### src/rtl/lane_scheduler.sv
// lane_scheduler: rhythm-game lane scheduler.
//   One round is ROUND_LEN beats of TICK_DIV clocks each. Every beat lights one
//   target lane (chosen by an 8-bit LFSR); the player presses the matching key.
//   A clean press on the target lane scores a hit. Any other press, or no press,
//   is a miss. The round ends after ROUND_LEN beats or MISS_LIMIT misses.
// Ports:
//   CLOCK      system clock, rising edge
//   RESET      asynchronous active-high reset
//   START      level request to begin a round (sampled in IDLE/OVER)
//   KEY[3:0]   lane buttons, synchronous, active-high
//   HOLDIT     one-hot target lane, lit for the whole beat
//   GOTCHA     one-cycle one-hot hit pulse
//   SCORE      hit count, saturating at 255
//   MISSES     miss count
//   COMBO      consecutive-hit count (only with LANE_SCHEDULER_COMBO_EN)
//   PLAYING    high in ARM/BEAT/JUDGE
//   GAME_OVER  high in OVER
// Optional feature macro: LANE_SCHEDULER_COMBO_EN (adds COMBO and the
// double-score bonus for a hit when COMBO >= 4).
module lane_scheduler #(
   parameter int unsigned TICK_DIV   = 8,
   parameter int unsigned ROUND_LEN  = 16,
   parameter int unsigned MISS_LIMIT = 7
) (
   input  logic       CLOCK,
   input  logic       RESET,
   input  logic       START,
   input  logic [3:0] KEY,
   output logic [3:0] HOLDIT,
   output logic [3:0] GOTCHA,
   output logic [7:0] SCORE,
   output logic [2:0] MISSES,
`ifdef LANE_SCHEDULER_COMBO_EN
   output logic [7:0] COMBO,
`endif
   output logic       PLAYING,
   output logic       GAME_OVER
);

   typedef enum logic [2:0] {
      IDLE,
      ARM,
      BEAT,
      JUDGE,
      OVER
   } state_t;

   state_t     state;
   state_t     state_nx;

   logic [7:0] lfsr;
   logic [3:0] key_q;
   logic [7:0] timer;
   logic [7:0] beats;
   logic [1:0] target;
   logic       resolved;
   logic       hit;
   logic [7:0] score;
   logic [2:0] misses;
   logic [3:0] gotcha;

   logic [3:0] target_oh;
   logic [3:0] key_edge;
   logic       press_now;
   logic       clean_hit;
   logic [2:0] misses_nx;
   logic [7:0] beats_nx;
   logic [7:0] score_nx;
   logic       round_end;
   logic       lfsr_fb;

   assign target_oh = 4'b0001 << target;
   assign key_edge  = KEY & ~key_q;
   // only the first edge of a beat is judged; later ones are ignored
   assign press_now = (state == BEAT) && !resolved && (key_edge != 4'b0000);
   // a hit needs the target lane and nothing else in the same cycle
   assign clean_hit = (key_edge == target_oh);
   assign lfsr_fb   = lfsr[7] ^ lfsr[5] ^ lfsr[4] ^ lfsr[3];

   assign misses_nx = hit ? misses : misses + 3'd1;
   assign beats_nx  = beats + 8'd1;
   assign round_end = (misses_nx == 3'(MISS_LIMIT)) || (beats_nx == 8'(ROUND_LEN));

`ifdef LANE_SCHEDULER_COMBO_EN
   logic [7:0] combo;
   logic [8:0] score_sum;

   assign score_sum = {1'b0, score} + ((combo >= 8'd4) ? 9'd2 : 9'd1);
   assign score_nx  = score_sum[8] ? 8'hFF : score_sum[7:0];
   assign COMBO     = combo;
`else
   assign score_nx  = (score == 8'hFF) ? score : score + 8'd1;
`endif

   // state register
   always_ff @(posedge CLOCK or posedge RESET) begin
      if (RESET) begin
         state <= IDLE;
      end else begin
         state <= state_nx;
      end
   end

   // next-state logic
   always_comb begin
      state_nx = state;
      case (state)
         IDLE, OVER: if (START) state_nx = ARM;
         ARM:        state_nx = BEAT;
         BEAT:       if (timer == 8'd0) state_nx = JUDGE;
         JUDGE:      state_nx = round_end ? OVER : ARM;
         default:    state_nx = IDLE;
      endcase
   end

   // state-decoded outputs
   always_comb begin
      HOLDIT    = 4'b0000;
      PLAYING   = 1'b0;
      GAME_OVER = 1'b0;
      case (state)
         ARM:     PLAYING = 1'b1;
         BEAT: begin
            PLAYING = 1'b1;
            HOLDIT  = target_oh;
         end
         JUDGE:   PLAYING = 1'b1;
         OVER:    GAME_OVER = 1'b1;
         default: ;
      endcase
   end

   // datapath
   always_ff @(posedge CLOCK or posedge RESET) begin
      if (RESET) begin
         lfsr     <= 8'hA5;
         key_q    <= '0;
         timer    <= '0;
         beats    <= '0;
         target   <= '0;
         resolved <= 1'b0;
         hit      <= 1'b0;
         score    <= '0;
         misses   <= '0;
         gotcha   <= '0;
`ifdef LANE_SCHEDULER_COMBO_EN
         combo    <= '0;
`endif
      end else begin
         key_q  <= KEY;
         gotcha <= '0;
         case (state)
            IDLE, OVER: begin
               if (START) begin
                  score  <= '0;
                  misses <= '0;
                  beats  <= '0;
`ifdef LANE_SCHEDULER_COMBO_EN
                  combo  <= '0;
`endif
               end
            end
            ARM: begin
               target   <= lfsr[1:0];
               timer    <= 8'(TICK_DIV - 1);
               resolved <= 1'b0;
               hit      <= 1'b0;
            end
            BEAT: begin
               if (timer != 8'd0) timer <= timer - 8'd1;
               if (press_now) begin
                  resolved <= 1'b1;
                  hit      <= clean_hit;
                  if (clean_hit) gotcha <= target_oh;
               end
            end
            JUDGE: begin
               if (hit) begin
                  score <= score_nx;
`ifdef LANE_SCHEDULER_COMBO_EN
                  if (combo != 8'hFF) combo <= combo + 8'd1;
`endif
               end else begin
                  misses <= misses_nx;
`ifdef LANE_SCHEDULER_COMBO_EN
                  combo  <= '0;
`endif
               end
               beats <= beats_nx;
               lfsr  <= {lfsr[6:0], lfsr_fb};
            end
            default: ;
         endcase
      end
   end

   assign GOTCHA = gotcha;
   assign SCORE  = score;
   assign MISSES = misses;

endmodule

### config.mk
export PLATFORM = sky130hd
export DESIGN_NAME = lane_scheduler
export DESIGN_NICKNAME = d
export VERILOG_FILES = /design/src/rtl/lane_scheduler.sv
export SDC_FILE = /design/constraint.sdc
export NUM_CORES = 1
export LEC_CHECK = 0
export ABC_AREA = 1
export ABC_CLOCK_PERIOD_IN_PS = 3200
export CORE_MARGIN = 2
export CORE_UTILIZATION = 45
export CTS_BUF_LIST = sky130_fd_sc_hd__clkbuf_8
export CTS_CLUSTER_DIAMETER = 200
export CTS_CLUSTER_SIZE = 16
export DETAILED_ROUTE_END_ITERATION = 6
export PLACE_DENSITY = 0.66
export SLEW_MARGIN = 5
export SYNTH_ARGS = -nofsm -noshare
export SYNTH_HDL_FRONTEND = slang
export SYNTH_SLANG_ARGS = --single-unit
### constraint.sdc
create_clock -name CLOCK -period 3.2 [get_ports CLOCK]
set_input_delay 0.64 -clock CLOCK [delete_from_list [all_inputs] [get_ports CLOCK]]
set_output_delay 0.64 -clock CLOCK [all_outputs]
set_load 0.01 [all_outputs]
Word level (Yosys, flattened, before mapping)
Cells that the tools add are included.
- bits in registers: 50
- bits in latches: 0
- memory bits (writable): 0
- ROM bits: 0
- input port bits: 7
- output and inout bits: 21
- logic and storage cells: 79
- memories kept: 0
- add/sub/neg operators: 4
- multipliers: 0
- div/mod/pow operators: 0
- $lt $le $gt $ge: 0
- equality and inequality tests: 15
- shift-type cells: 1
- muxes and demuxes: 25
- bitwise logic cells: 5
- reduce and logical (&&, ||, !) cells: 18
- operators with widths (cell ; count):
    8-bit one-hot mux with 2 select lines ; 3
    8-bit two-way mux ; 4
    3-bit two-way mux ; 6
    8-bit by 1-bit adder with 8-bit output (second input constant) ; 2
    4-bit two-way mux ; 4
    3-bit one-hot mux with 4 select lines ; 1
    2-bit inequality test (second input constant) ; 5
    8-bit by 5-bit equality test with 1-bit output (second input constant) ; 1
    8-bit equality test (second input constant) ; 1
    8-bit logical NOT ; 1
    2-bit AND reduction ; 4
    8-bit nonzero test ; 1
    8-bit by 1-bit subtractor with 8-bit output (second input constant) ; 1
    3-bit by 2-bit equality test with 1-bit output (second input constant) ; 2
    3-bit equality test (second input constant) ; 2
    3-bit one-hot mux with 2 select lines ; 1
    4-bit AND ; 1
    4-bit equality test ; 1
    1-bit two-way mux ; 4
    2-bit by 1-bit inequality test with 1-bit output (second input constant) ; 2
    4-bit inverter ; 1
    1-bit one-hot mux with 2 select lines ; 2
    4-bit AND reduction ; 1
    2-bit nonzero test ; 2
    other kinds (12) ; 15

Depth between registers and ports, before layout
Gate-level depths: netlist (run 1).
- depth in word-level cells: 6
- depth in mapped cells: 11
- depth with buffers taken out: 11

Worst setup path after synthesis (run 1)
OpenSTA, ideal clock, no wires.
- path type: register to output
- start: reg state[2]
- end: out HOLDIT[0]
- data arrival time: 0.953 ns
- required time: 2.560 ns
- slack: 1.607 ns
- stages on the path, launching flop included: 6
- buffers on the path: 0
- cell sequence: dfrtp_1 -> inv_2 -> nand2_2 -> nor2_4 -> inv_1 -> nor2_1
- word-level cells in the longest chain between the ends: 2
- ends and longest elaborated chain (what ; RTL line ; text):
    start: declaration ; 48 ; state_t state;
    start signal: assignment ; 100 ; state <= state_nx;
    3-bit by 2-bit equality test with 1-bit output ; 121 ; case (state)
    4-bit two-way mux ; 121 ;
    end: declaration ; 29 ; output logic [3:0] HOLDIT,
Every way passes these cells.

Worst setup path after layout (run 1)
- start: reg state[2]
- end: out HOLDIT[2]
The elaborated chain is that of the path after synthesis.

==> results.py, run 1 <==
metrics = {
    "placement": {
        "place_worst_setup_slack_ns": 1.05,
        "gp_congestion": 0.824,
        "dp_hpwl_microns": 3520,
        "numPortBuffers": 27,
        "dp.cells": 403,
    },
    "pwr": {
        "p_leak_nw": 1.39,
        "ir_worst_vdd_v": 0.000235,
        "power.net_switching_mw": 0.685,
        "switching_share_pct": 38.1,
        "p_per_area_nw_per_um2": 599,
        "intPower_mw": 1.11,
        "pwr-share-seq_pct": 44.2,
        "p_comb_share_pct": 35.1,
        "power_frac_clock_pct": 20.7,
    },
    "detailed_routing": {
        "ant_nets": 0,
        "firstDrtPassIters": 4,
        "num_vias": 1963,
        "dr.first_iter.drc_count": 65,
        "wl_microns": 4700,
        "vias_per_cell": 4.78,
        "wire_per_inst_microns": 11.4,
        "route.detailed.drc": 0,
    },
    "status": {
        "status": "complete, no violations",
    },
    "critical_path": {
        "worstPathRequired_ns": 2.56,
        "path_buf_inv": 3,
        "r2r_cells": 8,
        "startpoint_type": "register",
        "cpPeakStageDelay_ns": 0.54,
        "critPathArrivalTime_ns": 1.83,
        "crit_cells": 6,
        "critPathMaxFanout": 6,
        "path_class": "reg2out",
        "cp_slowest_cell": "clkdlybuf4s50_1",
        "end_kind": "output port",
        "critical-path-top-delay-family": "buffers and inverters",
        "path_cells": "inv_2 > nand2_2 > nor2_4 > inv_1 > nor2_1 > clkdlybuf4s50_1",
    },
    "job": {
        "drv_cap": 0,
    },
    "clocking": {
        "clkLatencyLatePin_ns": 0.30,
        "cts_num_sinks": 50,
        "path_clk_slew_ns": 0.09,
        "ctsHtreeMaxLevel": 2,
        "cts-root-buf": "clkbuf_8",
        "cts_max_path_buffers": 2,
        "cts_buffers": 5,
        "cts_hold_buf": 0,
        "cts_resized": 0,
        "cts_setup_buffers": 0,
        "cts_tree": "yes",
    },
    "min_path": {
        "min_delay_path_depth": 2,
        "worstHoldPathType": "reg2reg",
    },
    "timing": {
        "setup_viol": 0,
        "slew_viol_final": 0,
        "max_freq_ghz": 0.406,
        "setup-tns-final_ns": 0,
        "slew_headroom_pct": 57.9,
        "worst_pin_slew_ns": 0.631,
        "fin_ws_ns": 0.734,
        "period_minus_slack_ns": 2.47,
        "period_share_pct": 77.1,
        "rsz0062_at_grt": "false",
        "holdWs_ns": 0.478,
        "finalHoldViolations": 0,
        "skew_ns": 0.00587,
    },
    "cells_and_area": {
        "areaGrowthSynthToFinish_pct": 17.8,
        "diodes": 0,
        "final_common_cell": "nand2_1",
        "drive_gt1_share_pct": 10.9,
        "final_cell_mix": "nand2_1 (71), dfrtp_1 (46), inv_1 (41)",
        "fin_nets": 350,
        "fillers": 527,
        "multiInputGateArea_sq_um": 1110,
        "regArea_sq_um": 1260,
        "final_cell_count_no_fill": 411,
    },
    "grt": {
        "antenna_found_initial": 0,
        "grt_pass1_vias": 1839,
        "grt_pass1_wl_microns": 8330,
        "grt-ovfl-total": 0,
        "grt.total_usage_pct": 16.9,
        "grt_start_max_net_pins": 31,
    },
    "floorplanning": {
        "initial_utilization_pct": 46.5,
        "io_pins": 28,
        "dieHeight_microns": 79.2,
        "placementRows": 27,
        "core_area_sq_um": 5470,
        "dieArea_sq_um": 6280,
        "die_x_microns": 79.2,
    },
    "synth": {
        "synth_edf_count": 0,
        "synth_area_sq_um": 2550,
        "yosysSeqAreaShare_pct": 49.3,
        "ys.flop_type": "dfrtp_1",
        "synth_area_per_cell_sq_um": 8.38,
        "synthArstFlopShare_pct": 100,
        "synth_cell_type_count": 34,
        "netlist_instances": 304,
        "synth_nets": 316,
        "synth_warnings": 0,
        "ys_ff_latch": 50,
    },
}
==> power by group through the flow <==
stage               Sequential (mW)  Combinational (mW)  Clock [mW]
global placement              0.803               0.631           0
global route                  0.807               0.725       0.409
floorplan                     0.797               0.460           0
detailed placement            0.806               0.640           0
finish                        0.794               0.630       0.372
CTS                           0.795               0.640       0.386
==> layout make-up <==
cell class | instances | share of cell area, %
Sequential cell | 50 | 41.9
Multi-Input combinational cell | 208 | 37.0
Timing Repair Buffer | 30 | 9.75
Inverter | 43 | 5.38
Tap cell | 72 | 3.00
Clock buffer | 6 | 2.75
Clock inverter | 2 | 0.292
==> kinds of logic (layout without fill, tap and decap cells) <==
| group | count (synthesis) | after routing | synth area share (%) |
|---|---|---|---|
| adder cells (fa/ha/maj) | 5 | 5 | 2.46 |
| AND/OR/NAND/NOR | 145 | 145 | 26.0 |
| XOR/XNOR | 13 | 13 | 4.47 |
| buffers and inverters | 46 | 81 | 7.12 |
| multiplexers | 1 | 1 | 0.393 |
| flip-flops | 50 | 50 | 49.3 |
| AO/OA/AOI/OAI | 44 | 44 | 10.2 |
==> worst paths after layout <==
path / from / to / slack (ns)
worst max-delay path: state[2] / HOLDIT[2] / 0.73
worst min-delay path: lfsr[7] / lfsr[7] / 0.48
worst max register to register: state[2] / MISSES[0] / 1.40
worst min register to register: lfsr[7] / lfsr[7] / 0.48
max in group asynchronous: RESET / lfsr[7] / 1.79
min in group asynchronous: RESET / GOTCHA[0] / 0.74
==> registers in the layout, summed over array words and instances, names as in the netlist <==
signal and flops:
target 2, state 3, lfsr 8, beats 8
GOTCHA 4, timer 8, MISSES 3, hit 1
SCORE 8, key_q 4, resolved 1
==> metrics by stage <==
step / power, mW / area (sq um) / utilization (%)
2_1_floorplan: 1.26 / 2550 / -
3_3_place_gp: 1.43 / 2910 / 53.2
3_5_place_dp: 1.45 / 2910 / 53.2
4_1_cts: 1.82 / 3000 / 54.8
5_1_grt: 1.94 / 3000 / 54.8
6_report: 1.80 / 3000 / 54.8
==> cell usage after synthesis, types with 4 or more instances <==
master	count	area share (%)
a21oi_1	8	1.6
dfrtp_1	46	45
dfstp_2	4	4.1
ha_1	5	2.5
inv_1	41	6.0
nand2_1	71	10
nand2_2	6	1.5
nand3_1	16	3.1
nand4_1	4	0.98
nor2_1	37	5.5
o21ai_0	16	3.1
o21ai_1	6	1.2
xnor2_1	6	2.1
xor2_1	7	2.4
==> metal layers <==
metal	wire length [microns]	track usage (%)	share of wire, %
met1	2300	22.1	49
met2	2250	27.6	48
met3	108	3.75	2.3
met4	49	6.21	1.0
met5	0	0	0
==> worst min-delay path, stage by stage, from the launching register on <==
cell and delay (ns):
dfstp_2 0.38, nand2_1 0.06, nand2_1 0.04
Power figures use the tool's default switching activity.
==> inputs of run 2 (changes only) <==
- ABC_CLOCK_PERIOD_IN_PS: 3200 -> 2450
- clock period: 3.2 -> 2.45 ns (I/O delays scaled with it)
==> results.py, run 2 (same netlist as run 1, synthesis figures left out) <==
metrics = {
    "cells_and_area": {
        "diodes": 0,
        "drive_gt1_share_pct": 11.8,
        "fin_nets": 351,
        "final_cell_mix": "nand2_1 (71), dfrtp_1 (46), inv_1 (39)",
        "final_common_cell": "nand2_1",
        "areaGrowthSynthToFinish_pct": 20.6,
        "fillers": 502,
        "fin_util_pct": 56.2,
        "regArea_sq_um": 1260,
        "multiInputGateArea_sq_um": 1110,
    },
    "critical_path": {
        "crit_cells": 6,
        "cp-startpoint": "state[2]",
        "path_buf_inv": 3,
        "critPathMaxFanout": 6,
        "critPathArrivalTime_ns": 1.80,
        "path_class": "reg2out",
        "end_kind": "output port",
        "cp_slowest_cell": "clkdlybuf4s50_1",
        "cp_common_cell": "inv_2",
        "critical-path-top-delay-family": "buffers and inverters",
        "cpPeakStageDelay_ns": 0.54,
        "r2r_slack_ns": 0.79,
        "worstPathRequired_ns": 1.96,
        "r2r_cells": 7,
        "startpoint_type": "register",
        "rr_startpoint": "state[2]",
        "path_cells": "inv_2 > nand2_2 > nor2_4 > inv_2 > nor2_1 > clkdlybuf4s50_1",
    },
    "timing": {
        "finalHoldViolations": 0,
        "setup-tns-final_ns": 0,
        "period_minus_slack_ns": 2.29,
        "setup_viol": 0,
        "worst_pin_slew_ns": 0.526,
        "period_share_pct": 93.5,
        "rsz0062_at_grt": "false",
        "max_freq_ghz": 0.437,
        "fin_ws_ns": 0.160,
        "slew_viol_final": 0,
        "slew_headroom_pct": 64.9,
        "skew_ns": 0.00607,
    },
    "clocking": {
        "cts-root-buf": "clkbuf_8",
        "ctsHtreeMaxLevel": 2,
        "cts_buffers": 5,
        "clkLatencyLatePin_ns": 0.30,
        "cts_tree": "yes",
        "path_clk_slew_ns": 0.09,
        "cts_num_sinks": 50,
        "cts_hold_buf": 0,
        "cts_max_path_buffers": 2,
    },
    "pwr": {
        "total_power_mw": 2.61,
        "p_per_area_nw_per_um2": 849,
        "ir_worst_vdd_v": 0.000368,
        "p_leak_nw": 1.42,
    },
    "placement": {
        "numPortBuffers": 27,
        "place_worst_setup_slack_ns": 0.418,
        "gp_congestion": 0.858,
        "dp_hpwl_microns": 3470,
    },
    "detailed_routing": {
        "route.detailed.drc": 0,
        "num_vias": 1963,
        "vias_per_cell": 4.76,
        "wl_microns": 4700,
        "firstDrtPassIters": 4,
        "wire_per_inst_microns": 11.4,
        "ant_nets": 0,
        "dr.first_iter.drc_count": 91,
    },
    "min_path": {
        "hp-start": "lfsr[7]",
        "min_delay_path_depth": 2,
        "worstHoldPathType": "reg2reg",
    },
    "grt": {
        "grt-ovfl-total": 0,
        "grt_start_max_net_pins": 28,
        "grt.total_usage_pct": 16.9,
        "antenna_found_initial": 0,
        "grt_pass1_vias": 1855,
        "grt_pass1_wl_microns": 8360,
    },
    "status": {
        "status": "complete, no violations",
    },
    "floorplanning": {
        "dieHeight_microns": 79.2,
        "placementRows": 27,
        "die_x_microns": 79.2,
        "io_pins": 28,
        "dieArea_sq_um": 6280,
        "core_area_sq_um": 5470,
        "initial_utilization_pct": 46.5,
    },
    "job": {
        "drv_cap": 0,
    },
}
-- run 2: report_power, final --
part	internal [mW]	leakage, nW	switching [mW]
combinational	0.320	0.700	0.544
sequential	0.932	0.651	0.104
clock	0.435	0.0714	0.273
-- run 2: layout make-up --
class                      count  share of cell area [%]
multi-input combinational    208                    36.1
tap                           72                    2.93
inverter                      43                    5.25
timing repair buffer          31                    10.2
clock buffer                   6                    2.69
clock inverter                 2                    1.95
sequential                    50                    40.9
-- run 2: final timing paths --
path | to
setup / recovery | HOLDIT[2]
hold / removal | lfsr[7]
setup reg to reg | MISSES[0]
hold reg to reg | lfsr[7]
max in group asynchronous | lfsr[7]
min in group asynchronous | key_q[1]
-- run 2: repair_timing --
action	in CTS	in global routing
endpoints found under the setup margin	0	4
buffers inserted	0	2
endpoints found under the hold margin	0	0
resized for setup	0	1
-- run 2: metrics by stage --
step / std cells / instance area [sq um] / hold slack [ns]
floorplan: 304 / 2550 / 0.450
global placement: 402 / 2920 / 0.459
detailed placement: 402 / 2920 / 0.462
CTS: 410 / 3060 / 0.479
global route: 412 / 3070 / 0.492
finish: 412 / 3070 / 0.476
-- run 2: tightest hold or removal path, cell delays in order (launching register included) --
cell and delay (ns):
dfstp_2 0.38, nand2_1 0.06, nand2_1 0.04
-- run 2: per-layer routing --
layer,GRT usage [%],part of all wire (%),vias up,wire length (microns)
met2,27.1,47,36,2230
met5,0,0,-,0
met3,3.75,3.9,2,184
met1,22.4,48,888,2240
li1,-,-,1037,-
met4,6.55,1.0,0,49
==> inputs of run 3 (changes only) <==
- CORE_UTILIZATION: 45 -> 58
- PLACE_DENSITY: 0.66 -> 0.82
==> results.py, run 3 (same netlist as run 1, synthesis figures left out) <==
metrics = {
    "clocking": {
        "cts_num_sinks": 50,
        "ctsHtreeMaxLevel": 2,
        "cts_max_path_buffers": 2,
        "clkLatencyLatePin_ns": 0.31,
        "cts-root-buf": "clkbuf_8",
        "cts_buffers": 5,
        "path_clk_slew_ns": 0.10,
        "cts_tree": "yes",
    },
    "cells_and_area": {
        "final_common_cell": "nand2_1",
        "areaGrowthSynthToFinish_pct": 19.4,
        "final_cell_count_no_fill": 391,
        "diodes": 0,
        "fin_nets": 350,
        "fin_util_pct": 70.8,
        "drive_gt1_share_pct": 11.5,
        "final_cell_mix": "nand2_1 (71), dfrtp_1 (46), inv_1 (39)",
    },
    "grt": {
        "grt.total_usage_pct": 21.7,
        "grt_start_max_net_pins": 28,
        "grt-ovfl-total": 0,
        "grt_pass1_wl_microns": 8490,
        "grt_pass1_vias": 1971,
        "antenna_found_initial": 0,
    },
    "critical_path": {
        "cpPeakStageDelay_ns": 0.56,
        "path_class": "reg2out",
        "end_kind": "output port",
        "startpoint_type": "register",
        "cp_common_cell": "inv_2",
        "critPathMaxFanout": 6,
        "r2r_cells": 9,
        "path_cells": "inv_2 > nand2_2 > nor2_4 > inv_2 > nor2_1 > clkdlybuf4s50_1",
        "cp_slowest_cell": "clkdlybuf4s50_1",
        "r2r_end": "SCORE[3]",
        "worstPathRequired_ns": 1.96,
        "rr_startpoint": "state[2]",
        "critPathArrivalTime_ns": 1.86,
        "r2r_slack_ns": 0.82,
    },
    "timing": {
        "setup-tns-final_ns": 0,
        "rsz0062_at_grt": "false",
        "slew_viol_final": 0,
        "period_share_pct": 96.1,
        "skew_ns": 0.0145,
        "slew_headroom_pct": 64.9,
        "worst_pin_slew_ns": 0.526,
        "setup_viol": 0,
        "period_minus_slack_ns": 2.35,
        "max_freq_ghz": 0.425,
        "finalHoldViolations": 0,
    },
    "min_path": {
        "hold-path-endpoint": "lfsr[7]",
        "min_delay_path_depth": 2,
        "worstHoldPathType": "reg2reg",
        "hp-start": "lfsr[7]",
    },
    "detailed_routing": {
        "dr.first_iter.drc_count": 62,
        "wire_per_inst_microns": 12.4,
        "firstDrtPassIters": 4,
        "vias_per_cell": 5.14,
        "num_vias": 2011,
        "route.detailed.drc": 0,
        "wl_microns": 4850,
        "ant_nets": 0,
    },
    "placement": {
        "gp_congestion": 0.867,
        "numPortBuffers": 27,
        "dp.cells": 382,
        "dp_hpwl_microns": 3480,
    },
    "floorplanning": {
        "die_x_microns": 70.3,
        "dieArea_sq_um": 4940,
        "core_area_sq_um": 4290,
        "io_pins": 28,
        "initial_utilization_pct": 59.3,
        "dieHeight_microns": 70.3,
        "placementRows": 24,
    },
    "status": {
        "status": "complete, no violations",
    },
    "pwr": {
        "p_leak_nw": 1.42,
        "ir_worst_vdd_v": 0.000489,
        "p_per_area_nw_per_um2": 853,
    },
    "job": {
        "drv_cap": 0,
    },
}
-- run 3: worst max-delay path by stage --
stage          slack (ns)  cells after the start     start         to
6_report              0.1                      6  state[2]  HOLDIT[0]
5_1_grt             0.007                      6  state[2]  HOLDIT[0]
4_1_cts              0.03                      6  state[2]  HOLDIT[0]
3_5_place_dp         0.39                      6  state[2]  HOLDIT[0]
3_3_place_gp         0.49                      6  state[2]  HOLDIT[3]
2_1_floorplan        0.77                      1     RESET  GOTCHA[0]
-- run 3: per-stage QoR --
stage / hold slack (ns) / total power [mW] / worst slack [ns] / area, sq um
after global placement: 0.458 / 1.86 / 0.495 / 2890
after detailed placement: 0.468 / 1.88 / 0.387 / 2890
after floorplan: 0.450 / 1.64 / 0.765 / 2550
after CTS: 0.478 / 2.59 / 0.0333 / 3030
after global routing: 0.491 / 2.76 / 0.00662 / 3040
final: 0.480 / 2.59 / 0.0966 / 3040
-- run 3: layout make-up --
| cell class | count | area, sq um |
|---|---|---|
| Clock inverter | 2 | 60.1 |
| Clock buffer | 6 | 82.6 |
| Tap cell | 52 | 65.1 |
| Timing Repair Buffer | 30 | 305 |
| Inverter | 43 | 161 |
| Sequential cell | 50 | 1260 |
| Multi-Input combinational cell | 208 | 1110 |
| Fill cell | 326 | 1250 |
-- run 3: report_power, final --
group	internal (mW)	switching [mW]	leakage, nW
sequential	0.932	0.102	0.651
combinational	0.309	0.546	0.695
clock	0.435	0.270	0.0714
total	1.68	0.918	1.42
-- run 3: metal layers --
layer / part of all wire [%] / track usage (%) / up-vias
met5: 0 / 0 / -
met4: 1.9 / 8.97 / 0
met3: 3.5 / 5.05 / 8
met2: 48 / 35.8 / 36
met1: 46 / 27.4 / 939
li1: - / - / 1028
-- run 3: repair_timing --
item                       4_1_cts  5_1_grt
resized for setup                0        1
setup endpoints to repair        0        4
hold buffers                     0        0
buffers inserted                 0        1
hold endpoints to repair         0        0
-- run 3: worst max-delay path, delay by kind of cell, from the launching register on --
kind | cells | cell delay (ns)
buffers and inverters | 3 | 0.74
AND/OR/NAND/NOR | 3 | 0.39
flip-flops | 1 | 0.42
